==> src/rtl/lcd_ctrl.sv <==
// HD44780-style LCD write sequencer driven by a memory-mapped LSU word.
// Each accepted EN request produces one setup/pulse/hold strobe followed by an execution wait.
module lcd_ctrl #(
  parameter int unsigned SETUP_CYC     = 2,
  parameter int unsigned PULSE_CYC     = 12,
  parameter int unsigned HOLD_CYC      = 2,
  parameter int unsigned EXEC_CYC      = 2000,
  parameter int unsigned LONG_EXEC_CYC = 82000
) (
  input  logic        i_clk,
  input  logic        i_rst,
  input  logic [31:0] i_lcd_word,
  output logic        o_lcd_on,
  output logic        o_lcd_en,
  output logic        o_lcd_rs,
  output logic        o_lcd_rw,
  output logic [7:0]  o_lcd_data,
  output logic        o_busy,
  output logic        o_done,
  output logic [31:0] o_status
);

  // A programmed length of 0 is stretched to a single cycle.
  localparam int unsigned SETUP_E = (SETUP_CYC     == 0) ? 1 : SETUP_CYC;
  localparam int unsigned PULSE_E = (PULSE_CYC     == 0) ? 1 : PULSE_CYC;
  localparam int unsigned HOLD_E  = (HOLD_CYC      == 0) ? 1 : HOLD_CYC;
  localparam int unsigned EXEC_E  = (EXEC_CYC      == 0) ? 1 : EXEC_CYC;
  localparam int unsigned LONG_E  = (LONG_EXEC_CYC == 0) ? 1 : LONG_EXEC_CYC;

  localparam int unsigned MAX_AB  = (SETUP_E > PULSE_E) ? SETUP_E : PULSE_E;
  localparam int unsigned MAX_ABC = (MAX_AB > HOLD_E) ? MAX_AB : HOLD_E;
  localparam int unsigned MAX_DE  = (EXEC_E > LONG_E) ? EXEC_E : LONG_E;
  localparam int unsigned MAXC    = (MAX_ABC > MAX_DE) ? MAX_ABC : MAX_DE;
  localparam int unsigned CW      = ($clog2(MAXC + 1) > 17) ? $clog2(MAXC + 1) : 17;

  localparam logic [CW-1:0] SETUP_L = CW'(SETUP_E);
  localparam logic [CW-1:0] PULSE_L = CW'(PULSE_E);
  localparam logic [CW-1:0] HOLD_L  = CW'(HOLD_E);
  localparam logic [CW-1:0] EXEC_L  = CW'(EXEC_E);
  localparam logic [CW-1:0] LONG_L  = CW'(LONG_E);

  typedef enum logic [2:0] {
    IDLE  = 3'd0,
    SETUP = 3'd1,
    PULSE = 3'd2,
    HOLD  = 3'd3,
    EXEC  = 3'd4
  } state_e;

  state_e          state_q, state_d;
  logic [CW-1:0]   cnt_q, cnt_d;
  logic            en_q;
  logic            rs_q, rs_d;
  logic [7:0]      data_q, data_d;
  logic            on_q;
  logic            done_q, done_d;
  logic            ovr_q, ovr_d;
  logic            rwe_q, rwe_d;

  logic            req;
  logic            req_rw;
  logic            cnt_last;
  logic            long_cmd;

  assign req      = i_lcd_word[10] & ~en_q;
  assign req_rw   = i_lcd_word[8];
  assign cnt_last = (cnt_q <= CW'(1));
  // Clear display (0x01) and return home (0x02) need the long execution wait.
  assign long_cmd = ~rs_q & ((data_q == 8'h01) || (data_q == 8'h02));

  always_comb begin
    state_d = state_q;
    cnt_d   = cnt_q;
    rs_d    = rs_q;
    data_d  = data_q;
    done_d  = 1'b0;
    ovr_d   = ovr_q;
    rwe_d   = rwe_q;

    if (req) begin
      if (state_q != IDLE) begin
        ovr_d = 1'b1;
      end else if (req_rw) begin
        rwe_d = 1'b1;
      end
    end

    case (state_q)
      IDLE: begin
        if (req && !req_rw) begin
          rs_d    = i_lcd_word[9];
          data_d  = i_lcd_word[7:0];
          cnt_d   = SETUP_L;
          state_d = SETUP;
        end
      end
      SETUP: begin
        if (cnt_last) begin
          cnt_d   = PULSE_L;
          state_d = PULSE;
        end else begin
          cnt_d = cnt_q - CW'(1);
        end
      end
      PULSE: begin
        if (cnt_last) begin
          cnt_d   = HOLD_L;
          state_d = HOLD;
        end else begin
          cnt_d = cnt_q - CW'(1);
        end
      end
      HOLD: begin
        if (cnt_last) begin
          cnt_d   = long_cmd ? LONG_L : EXEC_L;
          state_d = EXEC;
        end else begin
          cnt_d = cnt_q - CW'(1);
        end
      end
      EXEC: begin
        if (cnt_last) begin
          cnt_d   = '0;
          done_d  = 1'b1;
          state_d = IDLE;
        end else begin
          cnt_d = cnt_q - CW'(1);
        end
      end
      default: begin
        cnt_d   = '0;
        state_d = IDLE;
      end
    endcase
  end

  // en_q resets high so an EN bit already set at reset release is not a new request.
  always_ff @(posedge i_clk or posedge i_rst) begin
    if (i_rst) begin
      state_q <= IDLE;
      cnt_q   <= '0;
      en_q    <= 1'b1;
      rs_q    <= 1'b0;
      data_q  <= '0;
      on_q    <= 1'b0;
      done_q  <= 1'b0;
      ovr_q   <= 1'b0;
      rwe_q   <= 1'b0;
    end else begin
      state_q <= state_d;
      cnt_q   <= cnt_d;
      en_q    <= i_lcd_word[10];
      rs_q    <= rs_d;
      data_q  <= data_d;
      on_q    <= i_lcd_word[31];
      done_q  <= done_d;
      ovr_q   <= ovr_d;
      rwe_q   <= rwe_d;
    end
  end

  assign o_lcd_on   = on_q;
  assign o_lcd_en   = (state_q == PULSE);
  assign o_lcd_rs   = rs_q;
  assign o_lcd_rw   = 1'b0;
  assign o_lcd_data = data_q;
  assign o_busy     = (state_q != IDLE);
  assign o_done     = done_q;
  assign o_status   = {29'd0, rwe_q, ovr_q, (state_q != IDLE)};

endmodule

==> config.mk <==
export PLATFORM = sky130hd
export DESIGN_NAME = lcd_ctrl
export DESIGN_NICKNAME = d
export VERILOG_FILES = /design/src/rtl/lcd_ctrl.sv
export SDC_FILE = /design/constraint.sdc
export NUM_CORES = 1
export LEC_CHECK = 0
export ABC_AREA = 1
export CAP_MARGIN = 40
export CORE_MARGIN = 3
export CORE_UTILIZATION = 32
export CTS_CLUSTER_DIAMETER = 100
export CTS_CLUSTER_SIZE = 30
export DETAILED_ROUTE_END_ITERATION = 6
export HOLD_SLACK_MARGIN = 0.15
export PLACE_DENSITY_LB_ADDON = 0.12
export SLEW_MARGIN = 20
export SYNTH_ARGS = -nofsm -noshare
export SYNTH_HDL_FRONTEND = slang
export SYNTH_SLANG_ARGS = --single-unit
==> constraint.sdc <==
create_clock -name i_clk -period 2.3 [get_ports i_clk]
set_input_delay 0.46 -clock i_clk [delete_from_list [all_inputs] [get_ports i_clk]]
set_output_delay 0.46 -clock i_clk [all_outputs]
set_load 0.005 [all_outputs]
Word-level counts from Yosys, hierarchy flattened
Index checks and enable logic that the tools add are counted.
{"block": "classes", "n_bitwise": 5, "add_sub_neg": 1, "n_lt_le_gt_ge": 1, "reduce_logical": 9, "mux": 15, "n_eq_ne": 11}
{"cell": "$mux 17", "n": 6}
{"cell": "$pmux 17 s5", "n": 1}
{"cell": "$le 17x1->1 const B", "n": 1}
{"cell": "$sub 17x1->17 const B", "n": 1}
{"cell": "$mux 3", "n": 5}
{"cell": "$pmux 3 s5", "n": 1}
{"cell": "$eq 8x1->1 const B", "n": 1}
{"cell": "$eq 8x2->1 const B", "n": 1}
{"cell": "$ne 2x2->1 const B", "n": 4}
{"cell": "$eq 3x2->1 const B", "n": 2}
{"cell": "$reduce_and 5->1", "n": 1}
{"cell": "$reduce_and 2->1", "n": 2}
{"cell": "$eq 3x1->1 const B", "n": 1}
{"cell": "$eq 3x3->1 const B", "n": 1}
{"cell": "$logic_not 3->1", "n": 1}
{"cell": "$not 1->1", "n": 3}
{"cell": "$reduce_and 3->1", "n": 1}
{"cell": "$reduce_bool 3->1", "n": 1}
{"cell": "$and 1x1->1", "n": 2}
{"cell": "$mux 1", "n": 2}
{"cell": "$ne 2x1->1 const B", "n": 1}
{"cell": "$logic_and 1x1->1", "n": 1}
{"cell": "$logic_not 1->1", "n": 1}
{"cell": "$logic_or 1x1->1", "n": 1}
{"block": "word_totals", "inputBits": 34, "word_cells": 51, "reg_bits": 34}

Longest topological paths before layout
Gate-level depths: netlist (run 1).
{"block": "logic_depth", "ltp_word": 6, "mapped_depth": 11}

Worst setup path after synthesis (run 1)
No wires, ideal clock.
{"block": "synth_timing", "path_type": "flip-flop to flip-flop", "startpoint": "reg state_q[2]", "endpoint": "reg data_q[2], in the netlist o_lcd_data[2]", "required_time_ps": 2175, "stages_incl_launch_ff": 7, "n_path_buf": 1, "setup_slack_ps": 900, "setup_ps": 125, "period_less_slack_ps": 1400, "t_arrival_ps": 1275, "cell_sequence": "dfrtp_1 -> nor2_2 -> nand2_2 -> inv_2 -> nand2_1 -> buf_6 -> mux2_4"}
{"block": "synth_via", "elab_chain_cells": 2}
{"item": "from (decl)", "line": "50", "rtl": "state_e state_q, state_d;"}
{"item": "from (signal assigned)", "line": "150", "rtl": "state_q <= state_d;"}
{"item": "$logic_not 3->1", "line": "88", "rtl": "case (state_q)"}
{"item": "$reduce_and 2->1 (no source line)"}
{"item": "to (signal assigned)", "line": "154", "rtl": "data_q <= data_d;"}
{"item": "to (decl)", "line": "54", "rtl": "logic [7:0] data_q, data_d;"}
No other way between the ends.
A chain may end at the register's enable or synchronous reset.

Worst setup path in the final report (run 1)
{"block": "layout_timing", "startpoint": "reg state_q[2]", "endpoint": "out o_lcd_en"}
{"block": "layout_via", "elab_chain_cells": 1}
{"item": "$eq 3x2->1", "line": "163", "rtl": "assign o_lcd_en = (state_q == PULSE);"}
{"item": "to (decl)", "line": "14", "rtl": "output logic o_lcd_en,"}
No other way between the ends.

==> results of run 1 <==
registers in the layout (all words and copies together) (netlist names):
register	cells
cnt_q	17
en_q	1
o_done	1
o_lcd_data	8
o_lcd_on	1
o_lcd_rs	1
ovr_q	1
rwe_q	1
state_q	3
synthesized netlist by cell type:
library cell and number:
inv_2 8, and2_1 1, nor2_1 29, nand2_2 7, buf_4 33, o21bai_1 1
nor2_2 8, nand3_1 21, a21o_1 1, dfstp_2 1, nand2_4 3, inv_1 19
nand4_1 3, buf_6 1, mux2_2 1, nor3_1 2, conb_1 1, o21a_1 1
nor2_4 3, xnor2_1 3, a21oi_2 1, ha_1 2, xor2_1 5, buf_2 1
mux2_4 6, a21oi_1 4, buf_8 1, a31o_2 1, nand2_1 78, nor3_2 1
o21ai_1 10, dfrtp_1 33
metal layers:
metal / up-vias / wire, um / share of wire / track usage
met3: 4 / 272 / 0.054 / 0.0326
met4: 0 / 34 / 0.0068 / 0.0306
met1: 829 / 2380 / 0.48 / 0.175
li1: 909 / - / - / -
met5: - / 0 / 0 / 0
met2: 44 / 2310 / 0.46 / 0.207
power groups by stage:
stage	logic (mW)	registers, mW	clock network (mW)
3_3_place_gp	2.02	1.07	0
4_1_cts	2.04	1.07	0.495
6_report	2.01	1.06	0.471
2_1_floorplan	1.52	1.02	0
5_1_grt	2.31	1.10	0.514
3_5_place_dp	2.03	1.07	0
how the worst max path moves through the flow:
stage	start	end	slack, ps	depth (start not counted)
2_1_floorplan	state_q[2]	o_lcd_data[2]	900	6
3_3_place_gp	i_lcd_word[10]	o_lcd_data[7]	330	6
3_5_place_dp	i_lcd_word[10]	o_lcd_data[4]	340	6
4_1_cts	state_q[2]	o_lcd_en	240	4
5_1_grt	state_q[2]	o_lcd_en	150	4
6_report	state_q[2]	o_lcd_en	270	4
cell type report:
cell class,count,area [sq um],area share
multi-input combinational,222,1130,0.434
sequential,34,852,0.326
timing repair buffer,32,313,0.120
tap,93,116,0.0446
inverter,27,101,0.0388
clock buffer,6,82.6,0.0316
clock inverter,2,12.5,0.00479
kinds of logic after synthesis:
| group | count (synthesis) | share of synthesized area |
|---|---|---|
| multiplexers | 7 | 0.0449 |
| XOR/XNOR | 8 | 0.0311 |
| other | 1 | 0.00166 |
| flip-flops | 34 | 0.378 |
| AO/OA/AOI/OAI | 19 | 0.0488 |
| buffers and inverters | 63 | 0.169 |
| adder cells (fa/ha/maj) | 2 | 0.0111 |
| AND/OR/NAND/NOR | 156 | 0.316 |
worst max-delay path: cells and delay by family, from the launching register on:
family | cells | cell delay [ps]
buf+inv | 2 | 570
flops | 1 | 470
simple gates | 2 | 260
==> flow_summary.html, run 1 <==
<table>
<tr><th>Metric</th><th>Value</th></tr>
<tr><th colspan="2">Run status</th></tr>
<tr><td>Status</td><td>finished, final reports clean</td></tr>
<tr><th colspan="2">Clocking</th></tr>
<tr><td>Clk Latency, worst-skew pair</td><td>290 ps</td></tr>
<tr><td>Hold-fix buffer count after cts</td><td>0</td></tr>
<tr><td>TritonCTS buffer count</td><td>5</td></tr>
<tr><td>Root Buffer</td><td>clkbuf_8</td></tr>
<tr><td>Clock sink count</td><td>34</td></tr>
<tr><td>Register clock-pin slew on the reported worst setup and hold paths</td><td>80 ps</td></tr>
<tr><td>Number of H-tree branching levels</td><td>2</td></tr>
<tr><td>CTS tree</td><td>built</td></tr>
<tr><td>Post-CTS repair timing setup buffer count</td><td>0</td></tr>
<tr><td>Gates resized, CTS repair</td><td>0</td></tr>
<tr><td>Clock buffer depth</td><td>2</td></tr>
<tr><th colspan="2">Cells and area</th></tr>
<tr><td>Commonest cells after routing, fill and taps aside</td><td>78 x nand2_1, 33 x dfrtp_1, 30 x conb_1, 29 x nor2_1, 29 x clkdlybuf4s50_1</td></tr>
<tr><td>Most frequent standard cell in the layout excluding fill and tap cells</td><td>nand2_1</td></tr>
<tr><td>Number of nets in the finished design</td><td>~360</td></tr>
<tr><td>Post-layout instance count excluding filler cells</td><td>around 420</td></tr>
<tr><td>Final non-filler cell area</td><td>between 2000 and 3000 sq um</td></tr>
<tr><td>Share of final-layout standard cells stronger than drive strength 1</td><td>0.158</td></tr>
<tr><td>Area growth, synth to finish</td><td>15.7%</td></tr>
<tr><td>Final design utilization</td><td>0.395</td></tr>
<tr><td>Number of fill cells</td><td>a little over 700</td></tr>
<tr><td>Count of antenna diodes in the layout</td><td>0</td></tr>
<tr><th colspan="2">Yosys</th></tr>
<tr><td>Portion of synthesized cell area occupied by the leading cell type</td><td>0.366</td></tr>
<tr><td>Share of synthesized area occupied by flip-flops and latches</td><td>0.378</td></tr>
<tr><td>Most area-hungry cell type in the Yosys netlist</td><td>dfrtp_1</td></tr>
<tr><td>Cells after Synth</td><td>290</td></tr>
<tr><td>Count of unique library cells instantiated by Yosys</td><td>32</td></tr>
<tr><td>Post-Syn Area per Cell</td><td>about 7.8 sq um</td></tr>
<tr><td>Yosys synthesis warning count</td><td>0</td></tr>
<tr><td>Synthesized area</td><td>around 2300 sq um</td></tr>
<tr><td>Flops &amp; latches, synth</td><td>34</td></tr>
<tr><td>Leading cell types by total area after synthesis</td><td>dfrtp_1 37%, nand2_1 13%, buf_4 11%</td></tr>
<tr><th colspan="2">Setup path</th></tr>
<tr><td>Signal arrival time at the worst endpoint</td><td>roughly 1600 ps</td></tr>
<tr><td>Worst reg-to-reg path cell count</td><td>10</td></tr>
<tr><td>Type of destination of the critical path</td><td>output port</td></tr>
<tr><td>Capture instance of the worst register-to-register path</td><td>state_q[1]</td></tr>
<tr><td>Standard cell with the maximum stage delay on the critical path</td><td>clkdlybuf4s50_1</td></tr>
<tr><td>Origin of the critical flop-to-flop path</td><td>cnt_q[7]</td></tr>
<tr><td>Top fanout value on the critical path</td><td>7</td></tr>
<tr><td>Slowest cell delay on critical path</td><td>~500 ps</td></tr>
<tr><td>Critical path cell sequence</td><td>nor2_2, nand2_1, inv_1, clkdlybuf4s50_1</td></tr>
<tr><td>Required time worst endpoint</td><td>1840 ps</td></tr>
<tr><td>Worst R2R Setup Slack</td><td>570 ps</td></tr>
<tr><td>Critical path class</td><td>reg -&gt; out</td></tr>
<tr><td>Startpoint class of the critical path</td><td>register</td></tr>
<tr><th colspan="2">Job</th></tr>
<tr><td>Max-cap check violation count</td><td>0</td></tr>
<tr><th colspan="2">Global route</th></tr>
<tr><td>Vias in the first global route</td><td>around 1800</td></tr>
<tr><td>Maximum number of pins on one net before global-route repair</td><td>35</td></tr>
<tr><td>Combined global-route utilization of all metal layers</td><td>0.129</td></tr>
<tr><td>Antenna violations before repair</td><td>0</td></tr>
<tr><td>Grt total ovfl</td><td>0</td></tr>
<tr><td>First-pass GRT wire length</td><td>8580 um</td></tr>
<tr><th colspan="2">Power and ir drop</th></tr>
<tr><td>Switching Share</td><td>0.459</td></tr>
<tr><td>Net switching power figure</td><td>1.63 mW</td></tr>
<tr><td>Fraction of power consumed by combinational cells</td><td>0.567</td></tr>
<tr><td>Internal power of the cells</td><td>between 1.5 and 2 mW</td></tr>
<tr><td>Standby leakage power</td><td>~1.4 nW</td></tr>
<tr><td>Power density relative to cell area</td><td>roughly 1400 nW/um^2</td></tr>
<tr><td>Peak VDD IR</td><td>~0.65 mV</td></tr>
<tr><td>Total chip power</td><td>around 3.5 mW</td></tr>
<tr><td>Clock network power share</td><td>0.133</td></tr>
<tr><td>Power share of the sequential group</td><td>0.300</td></tr>
<tr><th colspan="2">Placement</th></tr>
<tr><td>Setup slack at placement</td><td>341 ps</td></tr>
<tr><td>Number of cells in the design after placement</td><td>between 400 and 500</td></tr>
<tr><td>Buffers on Ports</td><td>29</td></tr>
<tr><td>Instance area after placement</td><td>approximately 2500 sq um</td></tr>
<tr><td>GPL Wtd Cong</td><td>0.785</td></tr>
<tr><td>Placed wire-length estimate</td><td>3770 um</td></tr>
<tr><th colspan="2">STA</th></tr>
<tr><td>Final period utilization</td><td>0.884</td></tr>
<tr><td>Post-route minimum period</td><td>2030 ps</td></tr>
<tr><td>Worst-case setup margin in the final layout</td><td>~270 ps</td></tr>
<tr><td>Max-slew violations</td><td>0</td></tr>
<tr><td>Fmax</td><td>492 MHz</td></tr>
<tr><td>Aggregate negative setup slack</td><td>0 ps</td></tr>
<tr><td>Worst setup skew after layout</td><td>roughly 7.6 ps</td></tr>
<tr><td>Number of failing hold endpoints at the final stage</td><td>0</td></tr>
<tr><td>Number of setup violations in the final report</td><td>0</td></tr>
<tr><td>RSZ-0062 raised after global routing</td><td>no</td></tr>
<tr><td>Fin Hold WS</td><td>464 ps</td></tr>
<tr><th colspan="2">Drt</th></tr>
<tr><td>Routed wire length per instance</td><td>12.0 um</td></tr>
<tr><td>Via density</td><td>around 4.3</td></tr>
<tr><td>Routed vias</td><td>~1800</td></tr>
<tr><td>Drt pass-1 iters</td><td>4</td></tr>
<tr><td>Post-route antenna net violation count</td><td>0</td></tr>
<tr><td>Number of violations reported at the end of detailed-routing iteration 0</td><td>between 60 and 70</td></tr>
<tr><td>DRC errors left</td><td>0</td></tr>
<tr><td>Wire length after detailed routing</td><td>approximately 5000 um</td></tr>
<tr><th colspan="2">Min path</th></tr>
<tr><td>Hold Crit Class</td><td>reg -&gt; reg</td></tr>
<tr><td>Worst Hold Endpoint</td><td>ovr_q</td></tr>
<tr><td>Hold path startpoint</td><td>ovr_q</td></tr>
<tr><td>WHS Path Cells</td><td>1</td></tr>
<tr><th colspan="2">Floorplanning</th></tr>
<tr><td>Floorplan core area</td><td>around 6600 sq um</td></tr>
<tr><td>Horizontal extent of the die</td><td>between 80 and 90 um</td></tr>
<tr><td>Die ar.</td><td>8090 sq um</td></tr>
<tr><td>Initial Util</td><td>0.342</td></tr>
<tr><td>Row Count</td><td>29</td></tr>
<tr><td>Die Y-Extent</td><td>approximately 90 um</td></tr>
<tr><td>Total I/O pin count</td><td>80</td></tr>
</table>
No activity file was read; power rests on OpenSTA's default activity.
==> run 2: changes to the inputs <==
--- a/config.mk
+++ b/config.mk
@@ -18,3 +18,4 @@
 export SYNTH_ARGS = -nofsm -noshare
 export SYNTH_HDL_FRONTEND = slang
 export SYNTH_SLANG_ARGS = --single-unit
+export TNS_END_PERCENT = 50
==> results of run 2 <==
Final layout, timing and power as in run 1 (identical DEF).
==> run 3: changes to the inputs <==
--- a/config.mk
+++ b/config.mk
@@ -8,7 +8,7 @@
 export ABC_AREA = 1
 export CAP_MARGIN = 40
 export CORE_MARGIN = 3
-export CORE_UTILIZATION = 32
+export CORE_UTILIZATION = 49
 export CTS_CLUSTER_DIAMETER = 100
 export CTS_CLUSTER_SIZE = 30
 export DETAILED_ROUTE_END_ITERATION = 6
==> run 3 against run 2 <==
Sequential power is essentially flat. Combinational power is essentially flat. Critical path depth is the same. Register-to-register slack gained 20 ps. Via count shrank 1.2%. Highest routed layer unchanged.
==> flow_summary.html, run 3 (synthesis results as in run 1) <==
<table>
<tr><th>Metric</th><th>Value</th></tr>
<tr><th colspan="2">Run status</th></tr>
<tr><td>Status</td><td>finished, final reports clean</td></tr>
<tr><th colspan="2">Clocking</th></tr>
<tr><td>Clock buffer depth</td><td>2 (unchanged)</td></tr>
<tr><td>Clk Latency, worst-skew pair</td><td>290 ps (about the same)</td></tr>
<tr><td>TritonCTS buffer count</td><td>5 (unchanged)</td></tr>
<tr><td>Clock sink count</td><td>34 (unchanged)</td></tr>
<tr><td>Number of H-tree branching levels</td><td>2 (unchanged)</td></tr>
<tr><td>Register clock-pin slew on the reported worst setup and hold paths</td><td>70 ps (about the same)</td></tr>
<tr><td>Gates resized, CTS repair</td><td>0 (unchanged)</td></tr>
<tr><td>Hold-fix buffer count after cts</td><td>0 (unchanged)</td></tr>
<tr><td>Root Buffer</td><td>clkbuf_8</td></tr>
<tr><td>Post-CTS repair timing setup buffer count</td><td>0 (unchanged)</td></tr>
<tr><td>CTS tree</td><td>built</td></tr>
<tr><th colspan="2">Drt</th></tr>
<tr><td>Number of violations reported at the end of detailed-routing iteration 0</td><td>102 (+62%)</td></tr>
<tr><td>Routed wire length per instance</td><td>11.8 um (-1.8%)</td></tr>
<tr><td>Post-route antenna net violation count</td><td>0 (unchanged)</td></tr>
<tr><td>Via density</td><td>4.69 (+9.3%)</td></tr>
<tr><td>Wire length after detailed routing</td><td>4440 um (-11%)</td></tr>
<tr><td>Routed vias</td><td>1765 (-1.2%)</td></tr>
<tr><td>DRC errors left</td><td>0 (unchanged)</td></tr>
<tr><td>Drt pass-1 iters</td><td>6 (+2)</td></tr>
<tr><th colspan="2">Placement</th></tr>
<tr><td>Placed wire-length estimate</td><td>3460 um (-8.3%)</td></tr>
<tr><td>Number of cells in the design after placement</td><td>368 (-9.8%)</td></tr>
<tr><td>Setup slack at placement</td><td>325 ps (-15.6 ps)</td></tr>
<tr><td>GPL Wtd Cong</td><td>0.901 (+15%)</td></tr>
<tr><td>Buffers on Ports</td><td>29 (unchanged)</td></tr>
<tr><th colspan="2">Cells and area</th></tr>
<tr><td>Largest register FFs</td><td>17 (unchanged)</td></tr>
<tr><td>Commonest cells after routing, fill and taps aside</td><td>78 x nand2_1, 33 x dfrtp_1, 30 x conb_1, 29 x nor2_1, 29 x clkdlybuf4s50_1</td></tr>
<tr><td>Share of final-layout standard cells stronger than drive strength 1</td><td>0.157 (-0.000487)</td></tr>
<tr><td>Post-layout instance count excluding filler cells</td><td>376 (-9.6%)</td></tr>
<tr><td>Multi-input combinational cell area</td><td>1130 sq um (unchanged)</td></tr>
<tr><td>Top register by number of flip-flops</td><td>cnt_q</td></tr>
<tr><td>Reg area</td><td>852 sq um (unchanged)</td></tr>
<tr><td>Final design utilization</td><td>0.586 (+0.191)</td></tr>
<tr><td>Area growth, synth to finish</td><td>14.7%</td></tr>
<tr><td>Number of fill cells</td><td>410 (-42%)</td></tr>
<tr><td>Number of nets in the finished design</td><td>359 (+0.28%)</td></tr>
<tr><td>Most frequent standard cell in the layout excluding fill and tap cells</td><td>nand2_1</td></tr>
<tr><td>Count of antenna diodes in the layout</td><td>0 (unchanged)</td></tr>
<tr><th colspan="2">Floorplanning</th></tr>
<tr><td>Initial Util</td><td>0.511 (+0.169)</td></tr>
<tr><td>Floorplan core area</td><td>4410 sq um (-33%)</td></tr>
<tr><td>Horizontal extent of the die</td><td>73.9 um (-18%)</td></tr>
<tr><td>Die Y-Extent</td><td>73.9 um (-18%)</td></tr>
<tr><td>Total I/O pin count</td><td>80 (unchanged)</td></tr>
<tr><td>Die ar.</td><td>5450 sq um (-33%)</td></tr>
<tr><td>Row Count</td><td>24 (-17%)</td></tr>
<tr><th colspan="2">STA</th></tr>
<tr><td>Worst setup skew after layout</td><td>7.53 ps (-0.0838 ps)</td></tr>
<tr><td>Fmax</td><td>496 MHz (+0.97%)</td></tr>
<tr><td>Fin Hold WS</td><td>462 ps (-1.81 ps)</td></tr>
<tr><td>Max-slew violations</td><td>0 (unchanged)</td></tr>
<tr><td>Final period utilization</td><td>0.876 (-0.00853)</td></tr>
<tr><td>Slew Limit Headroom</td><td>0.662</td></tr>
<tr><td>RSZ-0062 raised after global routing</td><td>no</td></tr>
<tr><td>Post-route minimum period</td><td>2010 ps (-19.6 ps)</td></tr>
<tr><td>Number of setup violations in the final report</td><td>0 (unchanged)</td></tr>
<tr><td>Actual transition at the worst max-transition pin</td><td>507 ps</td></tr>
<tr><td>Worst-case setup margin in the final layout</td><td>285 ps (+19.6 ps)</td></tr>
<tr><td>Number of failing hold endpoints at the final stage</td><td>0 (unchanged)</td></tr>
<tr><td>Aggregate negative setup slack</td><td>0 ps (unchanged)</td></tr>
<tr><th colspan="2">Power and ir drop</th></tr>
<tr><td>Standby leakage power</td><td>1.37 nW (+1.2%)</td></tr>
<tr><td>Peak VDD IR</td><td>0.789 mV (+21%)</td></tr>
<tr><td>Power density relative to cell area</td><td>1400 nW/um^2 (+3.2%)</td></tr>
<tr><th colspan="2">Setup path</th></tr>
<tr><td>Critical path class</td><td>reg -&gt; out</td></tr>
<tr><td>Worst setup endpoint</td><td>o_lcd_en</td></tr>
<tr><td>Signal arrival time at the worst endpoint</td><td>1550 ps (-20 ps)</td></tr>
<tr><td>Startpoint class of the critical path</td><td>register</td></tr>
<tr><td>Worst reg-to-reg path cell count</td><td>10 (unchanged)</td></tr>
<tr><td>Capture instance of the worst register-to-register path</td><td>state_q[1]</td></tr>
<tr><td>Worst R2R Setup Slack</td><td>590 ps (+20 ps)</td></tr>
<tr><td>Origin of the critical flop-to-flop path</td><td>cnt_q[7]</td></tr>
<tr><td>Top fanout value on the critical path</td><td>7 (unchanged)</td></tr>
<tr><td>Required time worst endpoint</td><td>1840 ps (about the same)</td></tr>
<tr><td>Type of destination of the critical path</td><td>output port</td></tr>
<tr><td>Worst setup path startpoint</td><td>state_q[2]</td></tr>
<tr><th colspan="2">Global route</th></tr>
<tr><td>Vias in the first global route</td><td>1631 (-8.5%)</td></tr>
<tr><td>Combined global-route utilization of all metal layers</td><td>0.176 (+0.0467)</td></tr>
<tr><td>Antenna violations before repair</td><td>0 (unchanged)</td></tr>
<tr><td>Grt total ovfl</td><td>0 (unchanged)</td></tr>
<tr><td>Maximum number of pins on one net before global-route repair</td><td>15 (-57%)</td></tr>
<tr><td>First-pass GRT wire length</td><td>7330 um (-14%)</td></tr>
<tr><th colspan="2">Min path</th></tr>
<tr><td>Hold Crit Class</td><td>reg -&gt; reg</td></tr>
<tr><th colspan="2">Job</th></tr>
<tr><td>Max-cap check violation count</td><td>0 (unchanged)</td></tr>
</table>
run 3: cell count changes in the layout (fill, tap and decap cells not counted):
| cell | before | now |
|---|---|---|
| clkinvlp_4 | 1 | 0 |
| buf_4 | 3 | 4 |
| clkbuf_1 | 0 | 1 |
| bufinv_16 | 0 | 1 |
| clkinv_2 | 1 | 0 |
run 3: stage by stage:
stage	total power, mW	cell area (sq um)
after floorplan	2.54	2360
after global placement	3.03	2470
after detailed placement	3.06	2470
after CTS	3.65	2590
after global routing	3.96	2590
final	3.62	2590
run 3: final cells by class:
cell class                 count  area share
timing repair buffer          33       0.124
clock inverter                 1      0.0116
tap                           52      0.0251
sequential                    34       0.329
clock buffer                   7      0.0334
inverter                      27      0.0392
multi-input combinational    222       0.438
run 3: worst min-delay path by stage:
stage,endpoint,startpoint,cells past startpoint,slack [ps]
6_report,ovr_q,ovr_q,1,460
3_5_place_dp,ovr_q,ovr_q,1,450
4_1_cts,ovr_q,ovr_q,1,470
5_1_grt,ovr_q,ovr_q,1,480
2_1_floorplan,ovr_q,ovr_q,1,430
3_3_place_gp,ovr_q,ovr_q,1,440
run 3: power by group:
group | internal, mW | total [mW] | switching, mW | leakage, nW
Sequential | 0.828 | 1.06 | 0.233 | 0.423
Clock | 0.353 | 0.575 | 0.222 | 0.0585
Combinational | 0.846 | 1.99 | 1.14 | 0.885
Total | 2.03 | 3.62 | 1.59 | 1.37
run 3: critical path, cell delays in order, from the launching register on:
cell and delay (ps):
dfrtp_1 470, nor2_2 180, nand2_1 90, inv_1 50, clkdlybuf4s50_1 480
run 3: routing by layer:
layer  global-route usage  part of all wire  wire, um
met5                    0                 0         0
met4               0.0664             0.014        62
met3               0.0410             0.053       234
met2                0.275              0.46      2050
met1                0.235              0.47      2090
